### src/rtl/gold_seq_gen.sv
// Streaming Gold sequence generator: x1/x2 LFSR pair with an NC warm-up phase,
// then length-bounded N_GEN_BIT-wide words under valid/ready flow control.
module gold_seq_gen #(
    parameter int N_GEN_BIT = 8,
    parameter int NC        = 1600,
    parameter int LEN_W     = 16
) (
    input  logic                 clk,
    input  logic                 rst_n,
    input  logic                 i_start,
    input  logic [30:0]          i_c_init,
    input  logic [LEN_W-1:0]     i_len,
    input  logic                 i_abort,
    input  logic                 i_ready,
    output logic [N_GEN_BIT-1:0] o_seq,
    output logic                 o_valid,
    output logic                 o_last,
    output logic                 o_busy,
    output logic                 o_done
);

    localparam int             WARM_STEPS = NC / N_GEN_BIT;
    localparam int             CNT_W      = (WARM_STEPS > 1) ? $clog2(WARM_STEPS) : 1;
    localparam logic [LEN_W:0] WORD_LEN   = (LEN_W + 1)'(N_GEN_BIT);

    typedef enum logic [1:0] {
        IDLE = 2'd0,
        WARM = 2'd1,
        RUN  = 2'd2
    } state_t;

    state_t           state, state_next;
    logic [30:0]      x1, x2;
    logic [30:0]      x1_step, x2_step;
    logic [LEN_W-1:0] rem;
    logic [CNT_W-1:0] warm_cnt;
    logic             done, done_next;
    logic             start_ok, accept, final_word;

    assign start_ok   = (state == IDLE) && i_start && (i_len != '0);
    assign final_word = ({1'b0, rem} <= WORD_LEN);
    assign accept     = (state == RUN) && i_ready && !i_abort;

    // Both registers hold a 31-element window with bit 0 the oldest element;
    // one step slides the window forward by N_GEN_BIT positions.
    always_comb begin
        x1_step = x1;
        x2_step = x2;
        // NOTE: blocking assignments here build an unrolled chain of single-bit
        // shifts inside one combinational block; each iteration sees the last.
        for (int i = 0; i < N_GEN_BIT; i++) begin
            x1_step = {x1_step[3] ^ x1_step[0], x1_step[30:1]};
            x2_step = {x2_step[3] ^ x2_step[2] ^ x2_step[1] ^ x2_step[0], x2_step[30:1]};
        end
    end

    always_comb begin
        // NOTE: every signal gets a default before the case so no path leaves
        // it unassigned, which would otherwise infer a latch.
        state_next = state;
        done_next  = 1'b0;
        case (state)
            IDLE: begin
                if (start_ok) state_next = WARM;
            end
            WARM: begin
                if (i_abort)              state_next = IDLE;
                else if (warm_cnt == '0)  state_next = RUN;
            end
            RUN: begin
                if (i_abort) begin
                    state_next = IDLE;
                end else if (i_ready && final_word) begin
                    state_next = IDLE;
                    done_next  = 1'b1;
                end
            end
            default: state_next = IDLE;
        endcase
    end

    always_ff @(posedge clk or negedge rst_n) begin
        if (!rst_n) state <= IDLE;
        else        state <= state_next;
    end

    // NOTE: the LFSR and length registers are reset as well, so a request cut
    // short by reset can never leave a stale window that later leaks to o_seq.
    always_ff @(posedge clk or negedge rst_n) begin
        if (!rst_n) begin
            x1       <= '0;
            x2       <= '0;
            rem      <= '0;
            warm_cnt <= '0;
            done     <= 1'b0;
        end else begin
            done <= done_next;
            if (start_ok) begin
                x1       <= 31'd1;
                x2       <= i_c_init;
                rem      <= i_len;
                warm_cnt <= CNT_W'(WARM_STEPS - 1);
            end else if (state == WARM && !i_abort) begin
                x1       <= x1_step;
                x2       <= x2_step;
                warm_cnt <= warm_cnt - CNT_W'(1);
            end else if (accept) begin
                x1  <= x1_step;
                x2  <= x2_step;
                rem <= final_word ? '0 : rem - WORD_LEN[LEN_W-1:0];
            end
        end
    end

    // Bits past the requested length are zeroed so the tail word is clean.
    always_comb begin
        o_seq = '0;
        if (state == RUN) begin
            for (int k = 0; k < N_GEN_BIT; k++) begin
                if ((LEN_W + 1)'(k) < {1'b0, rem}) o_seq[k] = x1[k] ^ x2[k];
            end
        end
    end

    assign o_valid = (state == RUN);
    assign o_last  = (state == RUN) && final_word;
    assign o_busy  = (state != IDLE);
    assign o_done  = done;

endmodule

### config.mk
export PLATFORM = sky130hd
export DESIGN_NAME = gold_seq_gen
export DESIGN_NICKNAME = d
export VERILOG_FILES = /design/src/rtl/gold_seq_gen.sv
export SDC_FILE = /design/constraint.sdc
export NUM_CORES = 1
export LEC_CHECK = 0
export CAP_MARGIN = 30
export CORE_MARGIN = 2
export CORE_UTILIZATION = 63
export CTS_CLUSTER_DIAMETER = 200
export CTS_CLUSTER_SIZE = 28
export DETAILED_ROUTE_END_ITERATION = 10
export DONT_BUFFER_PORTS = 1
export HOLD_SLACK_MARGIN = 0.05
export PLACE_DENSITY = 0.84
export SYNTH_ARGS = -nofsm -noshare
export SYNTH_HDL_FRONTEND = slang
export SYNTH_SLANG_ARGS = --single-unit
### constraint.sdc
create_clock -name clk -period 3.2 [get_ports clk]
set_input_delay 0.8 -clock clk [delete_from_list [all_inputs] [get_ports clk]]
set_output_delay 0.8 -clock clk [all_outputs]
set_load 0.02 [all_outputs]
* After elaboration in Yosys (flattened, before gate mapping)
Index checks and enable logic that the tools add are counted.
** Storage, ports and cells
- Register bits :: 89
- Bits in latches :: 0
- Bits in writable memories :: 0
- Memory bits (read-only) :: 0
- Input bits :: 52
- Word-level logic and storage cells :: 110
- Memories kept :: 0
** Operators by class
- Add/subtract/negate cells :: 2
- Multipliers :: 0
- Divide/modulo/power cells :: 0
- $lt $le $gt $ge :: 9
- Equality and inequality tests :: 6
- Shifts and indexed selects :: 0
- Multiplexer cells :: 30
- Bitwise gates (word level) :: 40
- Reductions and logical operators :: 17
** Operators by type and width (number)
- 31-bit 2-to-1 mux :: 6
- 3-bit by 16-bit < comparator with 1-bit output (first input constant) :: 4
- 16-bit 2-to-1 mux :: 4
- 1-bit bitwise XOR :: 40
- 1-bit by 16-bit < comparator with 1-bit output (first input constant) :: 2
- 2-bit by 16-bit < comparator with 1-bit output (first input constant) :: 2
- 8-bit 2-to-1 mux :: 3
- 16-bit by 4-bit <= comparator with 1-bit output (second input constant) :: 1
- 16-bit nonzero test :: 1
- 16-bit by 4-bit subtractor with 16-bit output (second input constant) :: 1
- 1-bit 2-to-1 mux :: 11
- 2-bit 2-to-1 mux :: 5
- 8-bit logical NOT :: 1
- 8-bit by 1-bit subtractor with 8-bit output (second input constant) :: 1
- 1-bit logical AND :: 7
- 2-bit case mux with 3 select lines :: 1
- 2-bit nonzero test :: 3
- 2-bit inequality test (second input constant) :: 2
- 3-bit by 2-bit inequality test with 1-bit output (second input constant) :: 1
- 3-bit inequality test (second input constant) :: 1
- 3-bit AND reduction :: 1
- 3-bit nonzero test :: 1
- 2-bit by 1-bit == test with 1-bit output (second input constant) :: 1
- 2-bit == test (second input constant) :: 1
- other kinds (3) :: 3

* Logic depth before layout (Yosys ltp)
Gate-level depths: netlist of run 1.
- Depth in word-level cells :: 6
- Mapped depth :: 8

* Worst setup path before layout of run 1
OpenSTA, ideal clock, no wires.
- Kind :: register to output
- From :: register rem[11]
- To :: output port o_seq[0]
- Arrival :: 1.904 ns
- Required time :: 2.400 ns
- Path slack :: 0.496 ns
- Stages on the path, launching flop included :: 5
- Buffers on the path :: 0
- Path through :: dfrtp_1 or4_4 nor4_1 and2_1 a221oi_1
** Between the ends
- Longest elaborated chain between the ends :: 3
** Ends and longest elaborated chain
- from (decl) :: RTL line 35 : logic [LEN_W-1:0] rem;
- from (signal assigned) :: RTL line 101 : rem <= i_len;
- from (signal assigned) :: RTL line 110 : rem <= final_word ? '0 : rem - WORD_LEN[LEN_W-1:0];
- 1-bit by 16-bit < comparator with 1-bit output :: RTL line 120 : if ((LEN_W + 1)'(k) < {1'b0, rem}) o_seq[k] = x1[k] ^ x2[k];
- 1-bit 2-to-1 mux :: RTL line 120
- 8-bit 2-to-1 mux :: RTL line 118 : if (state == RUN) begin
- to (decl) :: RTL line 15 : output logic [N_GEN_BIT-1:0] o_seq,
No other way between the ends.

* Worst setup path after layout of run 1
- From :: register rem[11]
- To :: output port o_seq[1]
Same word-level chain as after synthesis.

==> results.txt, run 1 <==
largest net degree at the start of global routing = 90
maximum capacitance violations = 0
Slew headroom = 0.526
setup ws final = 0.0889 ns
crit path cell chain = or4_4, nor4_1, buf_4, and2_1, a221oi_1
routed length per instance = 17.6 um
Post-synth EDFFs = 0
1st-pass router iterations = 5
maximum clock rate = 321 MHz
combinational power share = 0.239
vias in the first global route = 3637
Int Power = 2.02 mW
most frequent cells in the layout = 118 x nand2_1, 89 x dfrtp_1, 54 x nor2_1
Final Cycle Share = 0.972
# fillers = 539
HPWL after DPL = 7250 um
Area contributors post-synth = dfrtp_1 50%, nand2_1 9.9%, xnor2_1 5.5%, nor2_1 4.6%, a21oi_1 3.8%
CTS tree = built
ys async rst share = 1.00
ANT nets after route = 0
Initial Util = 0.654
CP Capture Type = primary output
Max stage delay on crit path = 0.60 ns
cell count after synthesis = 515
Root Buffer = clkbuf_8
share of the synthesized area in the top cell type = 0.499
Clock Pin Slew Worst Setup and Hold Paths = 0.09 ns
commonest non-fill, non-tap cell in the layout = nand2_1
final setup vio count = 0
critical path peak fanout = 6
Worst Tran Pin Value = 0.706 ns
top_reg_cell synth = dfrtp_1
share of cells above drive strength 1 = 0.0766
Net Switching = 1.05 mW
status = completed
register bit total from synthesis = 89
n_diodes = 0
Leak = 1.94 nW
Min-Delay Path Class = input port to asynchronous set/reset pin
area grow syn2layout = 7.79%
Die Y = 88.2 um
H-tree Lvls = 3
clk_skew = 0.0104 ns
Die X = 88.2 um
Unique masters post-synth = 42
RSZ-0062 raised after global routing = true
vias per std cell = 6.32
Slew Viols, Final = 0
Via Count = 3823
sequential power share = 0.507
post-layout min period = 3.11 ns
Top Ports = 64
DRC Markers = 0
Hold Vio Cnt, Final = 0
WS Path Type = register to primary output
slowest CP cell = or4_4
CP Launch Type = register
Nets = 560
Power Density = 638 mW/mm^2
area leader, netlist = dfrtp_1
IO Port Bufs = 0
syn nets = 571
first-pass GRT wire length = 17600 um
Max IR drop VDD = 404 uV
Non-Filler Instances = 605
area of the core = 0.00683 sq mm
Clk Latency, worst-skew pair = 0.37 ns
die area = 0.00778 sq mm
R2R setup slack = 0.82 ns
syn avg cell area = 8.67 sq um
register area share after synthesis = 0.499
final WL = 10700 um
Row Count = 30
GRT Residual Overflow = 0
dpl ws = 0.468 ns
Total GRT Usage = 0.294
Mapped Area = 0.00447 sq mm
CTS Buf Count = 9
CTS sink count = 89
clock buffer depth = 2
Crit path required time = 2.40 ns
Pwr Total = 3.07 mW
Clock power frac = 0.255
initial antenna violation count = 0
Sw Ratio = 0.343
gpl congestion = 0.922
DR iter-0 viols = 367
placed instance count = 589
Critical Path AT = 2.31 ns
total of warnings raised by yosys = 0
[cell usage after synthesis, types with 2 or more instances]
cell        n
dfrtp_1    89
ha_1        4
nor3_1     11
nand2b_1    2
a22o_1      2
o311ai_0    2
a211oi_1   10
or4_1       2
inv_1      10
xor2_1      4
o31ai_1     3
a221o_1     6
or3_1       4
a221oi_1    6
nor4_1      9
nor2_1     55
nand2_1   118
a31oi_1    23
xnor2_1    28
nor3b_1     2
clkbuf_1   31
buf_1       2
o211ai_1    2
o21ai_0    29
nand3_1    11
a21oi_1    34
[worst max-delay path, delay by kind of cell, from the launching register on]
family | cells | cell delay (ns)
AO/OA/AOI/OAI | 1 | 0.21
buffers and inverters | 1 | 0.18
flip-flops | 1 | 0.45
AND/OR/NAND/NOR | 3 | 1.11
[cell type report]
cell class / instances / area, sq um / area share
Timing Repair Buffer: 11 / 128 / 0.0265
Sequential cell: 89 / 2230 / 0.463
Multi-Input combinational cell: 383 / 2110 / 0.437
Tap cell: 96 / 120 / 0.0250
Inverter: 10 / 37.5 / 0.00780
Clock buffer: 10 / 128 / 0.0265
Clock inverter: 6 / 67.6 / 0.0140
[power groups by stage]
stage	Sequential, mW	Clock (mW)	Combinational, mW
2_1_floorplan	1.49	0	0.585
3_3_place_gp	1.56	0	0.682
3_5_place_dp	1.57	0	0.708
4_1_cts	1.54	0.785	0.724
5_1_grt	1.58	0.840	0.815
6_report	1.55	0.782	0.732
[per-stage QoR]
stage / setup TNS (ns) / hold slack [ns] / utilization / area, sq um
5_1_grt: -0.00710 / 0.107 / 0.705 / 4810
6_report: 0 / 0.116 / 0.705 / 4810
3_3_place_gp: 0 / 0.462 / 0.670 / 4580
4_1_cts: 0 / 0.114 / 0.703 / 4800
3_5_place_dp: 0 / 0.465 / 0.674 / 4610
2_1_floorplan: 0 / 0.445 / - / 4470
[registers in the layout (all words and copies together) (netlist names)]
register,cells
state,2
x2,31
rem,16
o_done,1
x1,31
warm_cnt,8
[path summary, 6_finish.rpt]
check	from	endpoint	cells past startpoint
max	rem[11]	o_seq[1]	5
min	rst_n	rem[9]	0
max reg2reg	state[0]	x1[29]	5
min reg2reg	warm_cnt[0]	warm_cnt[0]	1
max in group asynchronous	rst_n	x1[1]	0
min in group clk	warm_cnt[0]	warm_cnt[0]	1
[per-layer routing]
layer | vias up | track usage | part of all wire
met2 | 154 | 0.459 | 0.48
li1 | 1758 | - | -
met3 | 28 | 0.0575 | 0.071
met4 | 0 | 0.0964 | 0.020
met1 | 1883 | 0.417 | 0.43
met5 | - | 0 | 0
[cell families (layout without fill, tap and decap cells)]
kind of cell	count (synthesis)	after routing	synth area share
simple gates	225	225	0.221
compound gates	122	122	0.171
flops	89	89	0.499
buf+inv	43	37	0.0361
xor+xnor	32	32	0.0628
fa+ha+maj	4	4	0.0112
[what timing repair did]
action                                 in CTS  in global routing
hold buffers                                0                  0
setup endpoints to repair                   0                  1
endpoints found under the hold margin       0                  0
buffers inserted                            0                  0
gates resized for setup                     0                  2
(Power assumes the default switching activity.)
==> inputs of run 2 (changes only) <==
Settings changed: CTS_CLUSTER_SIZE 28 to not set, MAX_ROUTING_LAYER set to met4, SKIP_LAST_GASP set to 1.
==> run 2 against run 1 <==
Maximum frequency grew 2.5%; sequential share of layout area is essentially flat; clock-buffer cell count grew 1; sequential power is essentially flat; combinational power shrank 2%; global-route usage grew 0.46 points; clock power grew 11%; non-clock buffer count shrank 2; cell area is essentially flat; via count shrank 3.1%; clock skew grew 0.0025 ns; first-iteration DRC count shrank 20%; critical endpoint is now o_seq[0]; largest cell class unchanged.
==> results.txt, run 2 (synthesis gave the netlist of run 1 again) <==
status = completed (unchanged)
WS Path Type = register to primary output (unchanged)
Clk Latency, worst-skew pair = 0.36 ns (was 0.37 ns)
M2 GR Usage = 0.449 (was 0.459)
largest net degree at the start of global routing = 90 (unchanged)
share of cells above drive strength 1 = 0.0710 (was 0.0766)
maximum capacitance violations = 0 (unchanged)
H-tree Lvls = 3 (unchanged)
most frequent cells in the layout = 118 x nand2_1, 89 x dfrtp_1, 54 x nor2_1 (unchanged)
setup_tns = 0 ns (unchanged)
area of the core = 0.00683 sq mm (unchanged)
Total GRT Usage = 0.299 (was 0.294)
Hold Vio Cnt, Final = 0 (unchanged)
Root Buffer = clkbuf_8 (unchanged)
routed length per instance = 17.3 um (was 17.6 um)
placed instance count = 587 (was 589)
n_diodes = 0 (unchanged)
HPWL after DPL = 7220 um (was 7250 um)
Crit path required time = 2.40 ns (about the same)
Largest regs = x1 x31, x2 x31, rem x16 (unchanged)
Worst Tran Pin Value = 0.840 ns (was 0.706 ns)
Final Cycle Share = 0.948 (was 0.972)
PostCTS Resize Cnt = 0 (unchanged)
Global Route met1 Usage = 0.416 (was 0.417)
Top Ports = 64 (unchanged)
Min-Delay Path Class = input port to asynchronous set/reset pin (unchanged)
CP Launch Type = register (unchanged)
GRT Max-Usage Layer = met2 (unchanged)
GRT Residual Overflow = 0 (unchanged)
Power Density = 653 mW/mm^2 (was 638 mW/mm^2)
IO Port Bufs = 0 (unchanged)
setup bufs post-CTS = 0 (unchanged)
Non-Filler Instances = 603 (was 605)
final core occ = 0.705 (about the same)
DRC Markers = 0 (unchanged)
Initial Util = 0.654 (unchanged)
design area = 0.00482 sq mm (was 0.00481 sq mm)
CP Capture Type = primary output (unchanged)
critical path peak fanout = 7 (was 6)
Slew headroom = 0.436 (was 0.526)
die area = 0.00778 sq mm (unchanged)
Hold-fix buffers, CTS = 0 (unchanged)
first-pass GRT wire length = 17100 um (was 17600 um)
post-layout min period = 3.04 ns (was 3.11 ns)
slowest CP cell = a221oi_1 (was or4_4)
Critical Path AT = 2.24 ns (was 2.31 ns)
# fillers = 524 (was 539)
crit path cell chain = nor2_1, nand2_1, nor4_1, buf_4, and2_1, a221oi_1 (was or4_4, nor4_1, buf_4, and2_1, a221oi_1)
RSZ-0062 raised after global routing = false (was true)
clock buffer depth = 2 (unchanged)
clk_skew = 0.0128 ns (was 0.0104 ns)
Slew Viols, Final = 0 (unchanged)
Die X = 88.2 um (unchanged)
Max stage delay on crit path = 0.68 ns (was 0.60 ns)
maximum clock rate = 329 MHz (was 321 MHz)
DR iter-0 viols = 295 (was 367)
initial antenna violation count = 0 (unchanged)
area grow syn2layout = 7.85% (was 7.79%)
Clock Pin Slew Worst Setup and Hold Paths = 0.09 ns (about the same)
M3 GR Usage = 0.0537 (was 0.0575)
Via Count = 3704 (was 3823)
CTS Buf Count = 9 (unchanged)
Max IR drop VDD = 518 uV (was 404 uV)
final setup vio count = 0 (unchanged)
vias in the first global route = 3452 (was 3637)
final hold slack = 0.122 ns (was 0.116 ns)
Die Y = 88.2 um (unchanged)
1st-pass router iterations = 5 (unchanged)
final WL = 10400 um (was 10700 um)
DP Area = 0.00458 sq mm (was 0.00461 sq mm)
gpl congestion = 0.923 (was 0.922)
Buf/Inv on CP = 1 (unchanged)
vias per std cell = 6.14 (was 6.32)
commonest non-fill, non-tap cell in the layout = nand2_1 (unchanged)
cell family with most CP delay = compound AO/OA/AOI/OAI gates (was simple AND/OR/NAND/NOR gates)
CTS tree = built (unchanged)
Nets = 558 (was 560)
CTS sink count = 89 (unchanged)
ANT nets after route = 0 (unchanged)
Leak = 1.94 nW (about the same)
Row Count = 30 (unchanged)
==> run 2: worst paths after layout <==
path / from / to / slack [ns] / cells after the start
worst max register to register: state[0] / x1[23] / 0.84 / 5
max in group asynchronous: rst_n / x2[24] / 2.94 / 0
worst min register to register: warm_cnt[0] / warm_cnt[0] / 0.48 / 1
min in group clk: warm_cnt[0] / warm_cnt[0] / 0.48 / 1
worst min-delay path: rst_n / rem[10] / 0.12 / 0
worst max-delay path: rem[3] / o_seq[0] / 0.16 / 6
==> run 2: per-stage QoR <==
stage	worst slack, ns	total power [mW]
2_1_floorplan	0.496	2.07
3_3_place_gp	0.543	2.24
3_5_place_dp	0.498	2.28
4_1_cts	0.170	3.14
5_1_grt	0.0167	3.33
6_report	0.165	3.15
==> run 2: final cells by class <==
cell class,count,area [sq um],area share
multi-input combinational,383,2100,0.436
sequential,89,2230,0.462
clock buffer,11,141,0.0294
inverter,10,37.5,0.00779
tap,96,120,0.0249
timing repair buffer,9,105,0.0218
clock inverter,5,85.1,0.0177
==> run 2: power by group <==
group | leakage [nW] | internal (mW) | switching, mW
Clock | 0.111 | 0.467 | 0.402
Sequential | 1.10 | 1.34 | 0.221
Combinational | 0.730 | 0.312 | 0.407
Total | 1.94 | 2.12 | 1.03
==> run 2: per-layer routing <==
| layer | wire, um | up-vias |
|---|---|---|
| met4 | 181 | 0 |
| met1 | 4640 | 1788 |
| met2 | 4930 | 141 |
| met5 | 0 | - |
| met3 | 666 | 23 |
| li1 | - | 1752 |
